### config.mk
export PLATFORM = sky130hd
export DESIGN_NAME = l2_request_scheduler
export DESIGN_NICKNAME = d
export VERILOG_FILES = /design/src/rtl/l2_request_scheduler.sv
export SDC_FILE = /design/constraint.sdc
export NUM_CORES = 1
export LEC_CHECK = 0
export ABC_CLOCK_PERIOD_IN_PS = 4200
export BUFFER_PORTS_ARGS = -buffer_cell sky130_fd_sc_hd__buf_2
export CAP_MARGIN = 20
export CORE_AREA = 2 2 306 308
export CTS_BUF_LIST = sky130_fd_sc_hd__clkbuf_16
export CTS_CLUSTER_SIZE = 40
export DETAILED_ROUTE_END_ITERATION = 8
export DIE_AREA = 0 0 308 310
export PLACE_DENSITY = 0.3
export SYNTH_ARGS = -nofsm -noshare
export SYNTH_HDL_FRONTEND = slang
export SYNTH_SLANG_ARGS = --single-unit
### constraint.sdc
create_clock -name clk -period 4.2 [get_ports clk]
set_clock_uncertainty 0.05 [all_clocks]
set_input_delay 0.42 -clock clk [delete_from_list [all_inputs] [get_ports clk]]
set_output_delay 0.42 -clock clk [all_outputs]
set_load 0.03 [all_outputs]
### src/rtl/l2_request_scheduler.sv
// L2 request scheduler: fill-priority arbiter with round-robin cores and 1-cycle registered grant.
// Optional starvation guard enabled by macro L2_SCHED_STARVE_GUARD_EN.
module l2_request_scheduler #(
    parameter int NUM_REQUESTERS = 4,
    parameter int REQ_WIDTH      = 128,
    parameter int FILL_BURST_MAX = 3
) (
    input  logic                                clk,
    input  logic                                reset,
    input  logic [NUM_REQUESTERS-1:0]           req_valid,
    input  logic [NUM_REQUESTERS*REQ_WIDTH-1:0] req_data,
    output logic [NUM_REQUESTERS-1:0]           req_ready,
    input  logic                                fill_valid,
    input  logic [REQ_WIDTH-1:0]                fill_data,
    output logic                                fill_ready,
    input  logic                                stall,
    output logic                                grant_valid,
    output logic [REQ_WIDTH-1:0]                grant_data,
    output logic                                grant_is_fill,
    output logic [$clog2(NUM_REQUESTERS)-1:0]   grant_id,
    output logic                                perf_starve_boost
);
    localparam int IW = $clog2(NUM_REQUESTERS);

    logic [IW-1:0]        rr_ptr_q;
    logic [IW-1:0]        rr_nxt;
    logic [IW-1:0]        sel_idx;
    logic                 sel_found;
    logic                 any_req;
    logic                 core_en;
    logic                 fill_acc;
    logic                 core_acc;
    logic                 boost_act;
    logic                 boost_fire;
    logic [REQ_WIDTH-1:0] core_pay;

    logic                 gv_q;
    logic [REQ_WIDTH-1:0] gdata_q;
    logic                 gfill_q;
    logic [IW-1:0]        gid_q;
    logic                 perf_q;

    assign any_req = |req_valid;

    // Round-robin search starting at rr_ptr_q, wrapping past the last core
    always_comb begin
        int c;
        c         = 0;
        sel_found = 1'b0;
        sel_idx   = '0;
        for (int o = 0; o < NUM_REQUESTERS; o++) begin
            c = int'(rr_ptr_q) + o;
            if (c >= NUM_REQUESTERS) c = c - NUM_REQUESTERS;
            if (!sel_found && req_valid[c]) begin
                sel_found = 1'b1;
                sel_idx   = IW'(c);
            end
        end
    end

    assign rr_nxt = (int'(sel_idx) == NUM_REQUESTERS - 1) ? '0 : sel_idx + IW'(1);
    assign core_pay = req_data[int'(sel_idx)*REQ_WIDTH +: REQ_WIDTH];

    assign fill_ready = reset & ~stall & fill_valid & ~boost_act;
    assign core_en    = reset & ~stall & (~fill_valid | boost_act);

    always_comb begin
        req_ready = '0;
        if (core_en && sel_found) req_ready[sel_idx] = 1'b1;
    end

    assign fill_acc = fill_ready;
    assign core_acc = |(req_valid & req_ready);

`ifdef L2_SCHED_STARVE_GUARD_EN
    typedef enum logic {FILL_PRIO, CORE_BOOST} state_t;

    state_t     state_q, state_d;
    logic [3:0] run_q, run_d;
    logic       boost_cond;

    assign boost_cond = (run_q >= 4'(FILL_BURST_MAX)) && any_req;
    assign boost_act  = ((state_q == CORE_BOOST) || boost_cond) && any_req;
    assign boost_fire = core_acc & boost_act;

    always_comb begin
        state_d = state_q;
        run_d   = run_q;
        if (fill_acc) begin
            if (!any_req)           run_d = '0;
            else if (run_q != 4'hF) run_d = run_q + 4'd1;
        end else if (core_acc) begin
            run_d = '0;
        end
        unique case (state_q)
            FILL_PRIO: begin
                if (fill_acc && any_req && run_d >= 4'(FILL_BURST_MAX))
                    state_d = CORE_BOOST;
            end
            CORE_BOOST: begin
                if (core_acc) state_d = FILL_PRIO;
            end
            default: state_d = FILL_PRIO;
        endcase
    end

    always_ff @(posedge clk or negedge reset) begin
        if (!reset) begin
            state_q <= FILL_PRIO;
            run_q   <= '0;
        end else begin
            state_q <= state_d;
            run_q   <= run_d;
        end
    end
`else
    assign boost_act  = 1'b0;
    assign boost_fire = 1'b0;
`endif

    always_ff @(posedge clk or negedge reset) begin
        if (!reset) begin
            gv_q     <= 1'b0;
            gdata_q  <= '0;
            gfill_q  <= 1'b0;
            gid_q    <= '0;
            perf_q   <= 1'b0;
            rr_ptr_q <= '0;
        end else begin
            perf_q <= boost_fire;
            if (!stall) begin
                gv_q <= fill_acc | core_acc;
                if (fill_acc) begin
                    gdata_q <= fill_data;
                    gfill_q <= 1'b1;
                    gid_q   <= '0;
                end else if (core_acc) begin
                    gdata_q  <= core_pay;
                    gfill_q  <= 1'b0;
                    gid_q    <= sel_idx;
                    rr_ptr_q <= rr_nxt;
                end
            end
        end
    end

    assign grant_valid       = gv_q;
    assign grant_data        = gdata_q;
    assign grant_is_fill     = gfill_q;
    assign grant_id          = gid_q;
    assign perf_starve_boost = perf_q;

endmodule

==> results.json, run 1 <==
{
  "outcome": "finished clean",
  "die_area_sq_mm": 0.0955,
  "synthCells": 823,
  "drv_slew": 0,
  "syn-num-nets": 1472,
  "synthFlopType": "dfrtp_1",
  "setup_violations": 0,
  "grt_max_degree": 149,
  "tns_ps": 0,
  "p_leak_uw": 0.00731,
  "mappedNetlistArea_sq_mm": 0.00917,
  "cts.clk_slew.worst_paths_ps": 80,
  "post-cts-setup-buffer-count": 0,
  "cts_root_buffer": "clkbuf_16",
  "slew_headroom": 0.424,
  "hold_class": "in -> async",
  "hpwlAfterDp_um": 44800,
  "cp.required_ps": 4560,
  "die_h_um": 310,
  "viasPerCell": 3.83,
  "hold_buffers": 0,
  "critPathMaxFanout": 66,
  "final_antenna_net_count": 0,
  "synth_edf_count": 0,
  "hold_viol": 0,
  "finalCritPeriodShare": 0.816,
  "rows": 112,
  "start_util": 0.0991,
  "crit_type": "reg -> reg",
  "stdcell_area_sq_mm": 0.0150,
  "place_area_sq_mm": 0.0145,
  "synth_seq_area_share": 0.366,
  "nets": 2204,
  "wirelength_um": 56100,
  "num_vias": 10600,
  "yosysWarnings": 0,
  "grt_pass1_wl_um": 76800,
  "cts_buffers": 17,
  "tightestPinTransition_ps": 864,
  "ys_async_sr_fraction": 1.00,
  "crit_arrival_ps": 3790,
  "ctsHtreeMaxLevel": 4,
  "cts_sinks": 134,
  "avgSynthCellArea_sq_um": 11.1,
  "whs_ps": 38.5,
  "fillerInstances": 10400,
  "overflow": 0,
  "boundaryPins": 786,
  "synth_seq_cells": 134,
  "route.detailed.drc": 0,
  "rsz0062_at_grt": "no",
  "synth_top_cell_by_area": "dfrtp_1",
  "period_needed_ps": 3430,
  "wire_per_inst_um": 20.3,
  "synth_top_area_frac": 0.366,
  "maxCapViolCount": 0,
  "initialDrtViolationCount": 500,
  "drive_gt1_frac": 0.556,
  "fmax_mhz": 292,
  "final_util": 0.162,
  "cts_resized": 0,
  "fp.dieW_um": 308,
  "clock_latency_ps": 460,
  "synthTopCellsByArea": "dfrtp_1 (37%), mux2i_1 (23%), a221o_1 (14%)",
  "worst_ir_drop_vdd_v": 0.000222,
  "place_congestion": 0.818,
  "core_area_sq_mm": 0.0925,
  "port_buffers": 784,
  "crit_path_end_kind": "flip-flop",
  "start_kind": "flip-flop",
  "cts_tree": "yes",
  "synthToLayoutAreaGrowth_pct": 64.0,
  "antenna_found_initial": 10,
  "ys_types": 42,
  "p_per_area_mw_per_mm2": 593,
  "first_pass_iters": 5,
  "grt_pass1_vias": 11300,
  "grt.total_usage": 0.110,
  "cts_buffer_depth": 2
}
==> flip-flops by register name, summed over array words and instances, names as in the netlist <==
register / cells
grant_data: 128
grant_id: 2
rr_ptr_q: 2
grant_is_fill: 1
grant_valid: 1
==> Yosys cell counts, types with 2 or more instances <==
cell type / number
a21oi_1: 24
a221o_1: 128
a221oi_1: 106
a22oi_1: 22
and2_1: 2
buf_1: 2
buf_2: 33
buf_4: 18
clkbuf_1: 44
dfrtp_1: 134
inv_1: 4
inv_2: 2
mux2_2: 22
mux2i_1: 212
nand2_1: 8
nor2_1: 6
nor2b_1: 4
nor3_1: 2
o21ai_0: 17
o21ai_1: 10
o31a_1: 2
==> placed cells by master (no fill, tap or decap), types with 2 or more instances in the layout <==
master	netlist	routed
a22oi_1	22	22
mux2i_1	212	212
o21ai_0	17	17
mux2_2	22	22
buf_12	0	10
a221o_1	128	128
a21oi_1	24	24
nor2b_1	4	4
clkinv_1	1	3
diode_2	0	2
clkbuf_16	0	17
o31a_1	2	2
nor3_1	2	2
nand2_1	8	8
clkinv_4	0	2
o21ai_1	10	10
and2_1	2	2
inv_1	4	5
buf_4	18	18
dfrtp_1	134	134
a221oi_1	106	106
nor2_1	6	6
inv_6	0	5
clkinvlp_4	0	4
buf_2	33	783
==> worst paths after layout <==
check	startpoint	to	slack, ps	cells after the start
min reg2reg	grant_valid$_DFFE_PN0N_	grant_valid$_DFFE_PN0N_	440	2
max in group asynchronous	reset	grant_data[96]$_DFFE_PN0P_	2820	3
min in group clk	fill_data[115]	grant_data[115]$_DFFE_PN0P_	130	2
min	reset	grant_data[45]$_DFFE_PN0P_	40	2
max reg2reg	rr_ptr_q[0]$_DFFE_PN0P_	grant_data[66]$_DFFE_PN0P_	770	11
max	rr_ptr_q[0]$_DFFE_PN0P_	grant_data[66]$_DFFE_PN0P_	770	11
==> stage by stage <==
step           power, uW  std cells  setup slack [ps]
2_1_floorplan       5510        823               976
3_3_place_gp        7480       2732               697
3_5_place_dp        7470       2733               692
4_1_cts             9100       2765               771
5_1_grt             9450       2766               596
6_report            8910       2767               774
==> logic make-up after synthesis <==
logic type / share of synthesized area
and+or+nand+nor: 0.0171
buffers and inverters: 0.0562
DFF: 0.366
AOI/OAI and AO/OA: 0.300
adders and majority gates: 0.00136
other: 0.000409
muxes: 0.259
==> layer usage <==
layer  track usage  up-vias  routed length, um
li1              -     4937                  -
met1         0.126     5106              22200
met2         0.201      515              29000
met3        0.0281       49               3650
met4        0.0339        2               1240
met5             0        -                 13
==> final cells by class <==
class	count	area, sq um	area share
Multi-Input combinational cell	583	5310	0.354
Clock buffer	17	425	0.0283
Clock inverter	15	129	0.00858
Tap cell	1197	1500	0.0997
Timing Repair Buffer	812	4270	0.284
Antenna cell	2	5.00	0.000333
Sequential cell	134	3350	0.223
Inverter	7	38.8	0.00258
==> power by group <==
part           total (uW)  switching, uW  leakage, uW  internal, uW
registers            2250            370      0.00162          1880
logic                5140           3290      0.00543          1850
clock network        1520            705     0.000263           815
==> critical path: stages (launching register included) <==
cell and delay, ps:
dfrtp_1 440, and2b_1 240, o21ai_0 240, nand2_2 220, inv_8 300, ha_1 230, inv_1 60, nor2_1 330
o31ai_4 130, buf_12 200, a221oi_1 600, a221o_1 190
No activity file was read; power rests on OpenSTA's default activity.
==> run 2: changes to the inputs <==
- ABC_CLOCK_PERIOD_IN_PS: 4200 -> 3000
- CORE_AREA: 2 2 306 308 -> 2 2 305 307
- DIE_AREA: 0 0 308 310 -> 0 0 307 309
- clock period: 4.2 -> 3 ns (I/O delays scaled with it)
==> run 2 against run 1 <==
- critical path depth increased by 1
- cell area grew 11%
- die area down 0.65%
- total power grew 47%
- fmax up 22%
- clock power up 55%
- flip-flop and latch count unchanged
- register-to-register slack worse by 580 ps
- clock-buffer cell count unchanged
- combinational power increased by 47%
- sequential power rose by 41%
- critical path type unchanged
- critical endpoint is now grant_data[65]$_DFFE_PN0P_
- largest power group unchanged
==> results.json, run 2 (same netlist as run 1, synthesis figures left out) <==
{
  "cts_buffers": 17,
  "cts_buffer_depth": 2,
  "drv_slew": 0,
  "initialDrtViolationCount": 474,
  "synthToLayoutAreaGrowth_pct": 82.1,
  "start_util": 0.100,
  "boundaryPins": 786,
  "final_common_cell": "buf_2",
  "grt_use_met3": 0.0236,
  "cp-startpoint": "rr_ptr_q[0]$_DFFE_PN0P_",
  "grtUsageMet1": 0.126,
  "cts.clk_slew.worst_paths_ps": 70,
  "maxCapViolCount": 0,
  "grt_busiest_layer": "met2",
  "hpwlAfterDp_um": 44400,
  "overflow": 0,
  "fillerInstances": 10200,
  "p_per_area_mw_per_mm2": 785,
  "path_cells": "and2b_2 > nor2_1 > o221ai_4 > clkinv_1 > ha_1 > inv_1 > nor2_1 > o31ai_4 > buf_12 > buf_16 > a221oi_1 > a221o_1",
  "gr-usage-met2": 0.212,
  "hold_class": "in -> reg",
  "path_common_cell": "nor2_1",
  "outcome": "finished clean",
  "antenna_found_initial": 7,
  "worst_ir_drop_vdd_v": 0.000454,
  "reg2reg_to": "grant_data[65]$_DFFE_PN0P_",
  "rsz0062_at_grt": "no",
  "drive_gt1_frac": 0.529,
  "cts_sinks": 134,
  "period_needed_ps": 2810,
  "final_antenna_net_count": 0,
  "crit_path_end_kind": "flip-flop",
  "clock_latency_ps": 460,
  "die_area_sq_mm": 0.0949,
  "reg2reg_from": "rr_ptr_q[0]$_DFFE_PN0P_",
  "grt_max_degree": 116,
  "rows": 111,
  "grt_pass1_wl_um": 79300,
  "setup_violations": 0,
  "cp_slowest_stage_delay_ps": 450,
  "finalCritPeriodShare": 0.936,
  "fmax_mhz": 356,
  "tightestPinTransition_ps": 825,
  "port_buffers": 784,
  "worstRegToRegCells": 12,
  "route.detailed.drc": 0,
  "cp.required_ps": 3300,
  "fp.dieW_um": 307,
  "largest_reg_flops": 128,
  "critPathMaxFanout": 35,
  "endpoint": "grant_data[65]$_DFFE_PN0P_",
  "final_util": 0.183,
  "crit_arrival_ps": 3110,
  "grt_pass1_vias": 12400,
  "wirelength_um": 56700,
  "slew_headroom": 0.450,
  "crit_type": "reg -> reg",
  "first_pass_iters": 5,
  "tns_ps": 0,
  "cts_root_buffer": "clkbuf_16",
  "grt.total_usage": 0.113,
  "die_h_um": 309,
  "p_leak_uw": 0.00805,
  "start_kind": "flip-flop",
  "mostFrequentLayoutCells": "buf_2 (783), mux2i_1 (210), dfrtp_1 (133)",
  "core_area_sq_mm": 0.0914,
  "cts_tree": "yes",
  "ctsHtreeMaxLevel": 4,
  "nets": 2353,
  "wire_per_inst_um": 19.5,
  "num_vias": 11300,
  "r2r_slack_ps": 190,
  "viasPerCell": 3.89,
  "hold_viol": 0,
  "crit_slowest_cell": "dfrtp_2",
  "place_congestion": 0.820
}
## run 2: timing repair
action                     CTS  global route
hold buffers               119             0
gates cloned                 0             1
setup buffers                0             1
pin swaps                    0             1
gates resized for setup      3            11
hold endpoints to repair   161             0
setup endpoints to repair    3            13
## run 2: worst min-delay path by stage
stage | slack (ps) | cells after the start | endpoint | startpoint
finish | 60 | 3 | grant_data[63]$_DFFE_PN0P_ | fill_data[63]
global placement | 50 | 1 | rr_ptr_q[1]$_DFFE_PN0P_ | reset
global route | 30 | 3 | grant_data[46]$_DFFE_PN0P_ | fill_data[46]
detailed placement | 50 | 1 | rr_ptr_q[1]$_DFFE_PN0P_ | reset
floorplan | -50 | 0 | grant_data[0]$_DFFE_PN0P_ | reset
CTS | 4 | 2 | grant_data[126]$_DFFE_PN0P_ | fill_data[126]
## run 2: critical path: cells and delay by family (launching register included)
kind                     cells  cell delay [ps]
AO/OA/AOI/OAI                4              870
buffers and inverters        4              630
flip-flops                   1              450
AND/OR/NAND/NOR              3              410
adder cells (fa/ha/maj)      1              210
## run 2: power by group
group	internal, uW	total (uW)	leakage [uW]	switching [uW]
sequential	2630	3180	0.00162	552
combinational	2900	7570	0.00613	4670
clock	1380	2360	0.000303	973
total	6910	13100	0.00805	6190
## run 2: final cells by class
cell class              count  area [sq um]  area share
repair buffers            961          5820       0.349
multi-input cells         583          5380       0.322
flip-flops and latches    134          3350       0.201
well taps                1186          1480      0.0889
clock buffers              17           425      0.0255
clock inverters            15           186      0.0112
inverters                   7          38.8     0.00232
diodes                      2          5.00    0.000300
## run 2: routing by layer
layer | share of wire | vias to the layer above
met2 | 0.54 | 480
li1 | - | 5243
met5 | 0.00048 | -
met3 | 0.054 | 61
met1 | 0.39 | 5520
met4 | 0.024 | 4
## run 2: per-stage QoR
step | std cells | hold slack, ps | instance area, sq um | worst slack, ps | total power (uW)
global route | 2905 | 29.4 | 16700 | 3.20 | 13900
CTS | 2901 | 4.16 | 16600 | 57.1 | 13400
global placement | 2750 | 53.2 | 14800 | -243 | 10800
finish | 2905 | 61.7 | 16700 | 193 | 13100
floorplan | 823 | -45.6 | 9180 | 8.61 | 7720
detailed placement | 2750 | 51.6 | 14800 | -295 | 10700
==> run 3: changes to the inputs <==
- BUFFER_PORTS_ARGS: -buffer_cell sky130_fd_sc_hd__buf_2 -> default
- CORE_AREA: 2 2 305 307 -> 2 2 306 308
- DIE_AREA: 0 0 307 309 -> 0 0 308 310
- DONT_BUFFER_PORTS: default -> 1
==> run 3 against run 2 <==
- the flow now finishes with violations (negative hold slack)
- cell area down 23%
- sequential share of layout area up 6.1 points
- global-route usage down 1.5 points
- largest cell class is now multi-input gates
- highest routed layer unchanged
==> results.json, run 3 (same netlist as run 1, synthesis figures left out) <==
{
  "cts_buffer_depth": 2,
  "initialDrtViolationCount": 486,
  "clkPwrFrac": 0.185,
  "grt.total_usage": 0.0981,
  "grt_pass1_vias": 9217,
  "drv_slew": 0,
  "path_cells": "and2b_1 > o21ai_0 > nand2_2 > inv_8 > buf_16 > buf_16 > buf_4 > mux2i_1 > a221oi_1 > a221o_1",
  "crit_arrival_ps": 3180,
  "p_per_area_mw_per_mm2": 888,
  "violations": "negative hold slack",
  "die_area_sq_mm": 0.0955,
  "multi_input_area_sq_mm": 0.00532,
  "layout.cells.non_filler": 2161,
  "maxCapViolCount": 0,
  "cp.required_ps": 3320,
  "outcome": "finished, violations left",
  "fillerInstances": 10500,
  "power_switching_uw": 5560,
  "crit_buf_inv": 4,
  "antenna_found_initial": 17,
  "tightestPinTransition_ps": 764,
  "viasPerCell": 4.04,
  "power_frac_seq": 0.447,
  "fp.dieW_um": 308,
  "tns_ps": 0,
  "place_congestion": 0.768,
  "start_util": 0.0991,
  "core_area_sq_mm": 0.0925,
  "path_common_cell": "buf_16",
  "cts_buffers": 17,
  "comb_power_share": 0.367,
  "die_h_um": 310,
  "swShare": 0.489,
  "hold_viol": 134,
  "finalCritPeriodShare": 0.953,
  "cts.clk_slew.worst_paths_ps": 60,
  "nets": 1586,
  "p_leak_uw": 0.00495,
  "critPathMaxFanout": 53,
  "synthToLayoutAreaGrowth_pct": 39.7,
  "place_inst": 1978,
  "clock_latency_ps": 480,
  "final_antenna_net_count": 0,
  "grt_pass1_wl_um": 66500,
  "fmax_mhz": 350,
  "first_pass_iters": 5,
  "rsz0062_at_grt": "yes",
  "worstRegToRegCells": 10,
  "crit_slowest_cell": "dfrtp_1",
  "final_common_cell": "mux2i_1",
  "p_int_uw": 5820,
  "fin_ws_ps": 141,
  "wirelength_um": 49900,
  "port_buffers": 0,
  "slew_headroom": 0.491,
  "num_vias": 8721,
  "hold_class": "in -> async",
  "period_needed_ps": 2860,
  "wire_per_inst_um": 23.1,
  "pre_cts_ws_ps": 149,
  "drive_gt1_frac": 0.123,
  "whs_ps": -545,
  "mostFrequentLayoutCells": "mux2i_1 (211), dlygate4sd3_1 (137), dfrtp_1 (133)",
  "overflow": 0,
  "crit_type": "reg -> reg",
  "seq_area_sq_mm": 0.00335,
  "route.detailed.drc": 0,
  "cp.depth": 10,
  "post-cts-setup-buffer-count": 0,
  "grt_max_degree": 137,
  "crit_path_end_kind": "flip-flop",
  "cts_root_buffer": "clkbuf_16",
  "setup_violations": 0,
  "cts_tree": "yes",
  "cp_slowest_stage_delay_ps": 420,
  "boundaryPins": 786,
  "start_kind": "flip-flop",
  "hold_buffers": 137,
  "largest_reg_flops": 128,
  "hpwlAfterDp_um": 39500,
  "worst_ir_drop_vdd_v": 0.000420,
  "rows": 112,
  "cts_sinks": 134,
  "r2r_slack_ps": 140,
  "ctsHtreeMaxLevel": 4,
  "critical-path-top-delay-family": "buffers and inverters"
}
run 3: changes by cell type in the layout (fill, tap and decap cells not counted), sizes merged:
cell and change:
buf -784, dlygate4sd3 +18, diode +12, clkinv +4, bufinv -2, clkbuf -1
clkinvlp -1, inv -1
run 3: what timing repair did:
item | 4_1_cts | 5_1_grt
hold endpoints to repair | 263 | 134
setup endpoints to repair | 0 | 18
gates resized for setup | 0 | 6
run 3: layout make-up:
class | instances | share of cell area
inverters | 7 | 0.00303
clock inverters | 15 | 0.00957
multi-input cells | 583 | 0.415
well taps | 1197 | 0.117
repair buffers | 194 | 0.157
flip-flops and latches | 134 | 0.262
diodes | 14 | 0.00274
clock buffers | 17 | 0.0332
run 3: per-stage QoR:
stage | utilization | cell area [sq um] | power, uW | hold slack [ps]
6_report | 0.138 | 12800 | 11400 | -545
5_1_grt | 0.138 | 12800 | 12000 | -615
4_1_cts | 0.138 | 12700 | 11500 | -620
3_5_place_dp | 0.117 | 10800 | 9090 | -42.1
3_3_place_gp | 0.117 | 10800 | 9110 | -41.5
2_1_floorplan | - | 9180 | 7720 | -45.6
run 3: layer usage:
layer | GRT usage | up-vias | wire length [um]
li1 | - | 3714 | -
met1 | 0.109 | 4379 | 19400
met2 | 0.158 | 537 | 24100
met3 | 0.0392 | 87 | 4210
met4 | 0.0589 | 4 | 2200
met5 | 0 | - | 26
run 3: path summary, 6_finish.rpt:
| check | start | end |
|---|---|---|
| hold / removal | reset | grant_data[36]$_DFFE_PN0P_ |
| hold reg to reg | rr_ptr_q[0]$_DFFE_PN0P_ | rr_ptr_q[0]$_DFFE_PN0P_ |
| setup / recovery | rr_ptr_q[0]$_DFFE_PN0P_ | grant_data[118]$_DFFE_PN0P_ |
| setup reg to reg | rr_ptr_q[0]$_DFFE_PN0P_ | grant_data[118]$_DFFE_PN0P_ |
| min in group clk | req_data[485] | grant_data[101]$_DFFE_PN0P_ |
| max in group asynchronous | reset | grant_data[93]$_DFFE_PN0P_ |
run 3: power groups by stage:
stage                     logic, uW  registers, uW  clock network (uW)
after floorplan                2990           4740                   0
after global placement         3950           5170                   0
after detailed placement       4000           5100                   0
after CTS                      4160           5090                2250
after global routing           4510           5160                2320
final                          4180           5090                2110
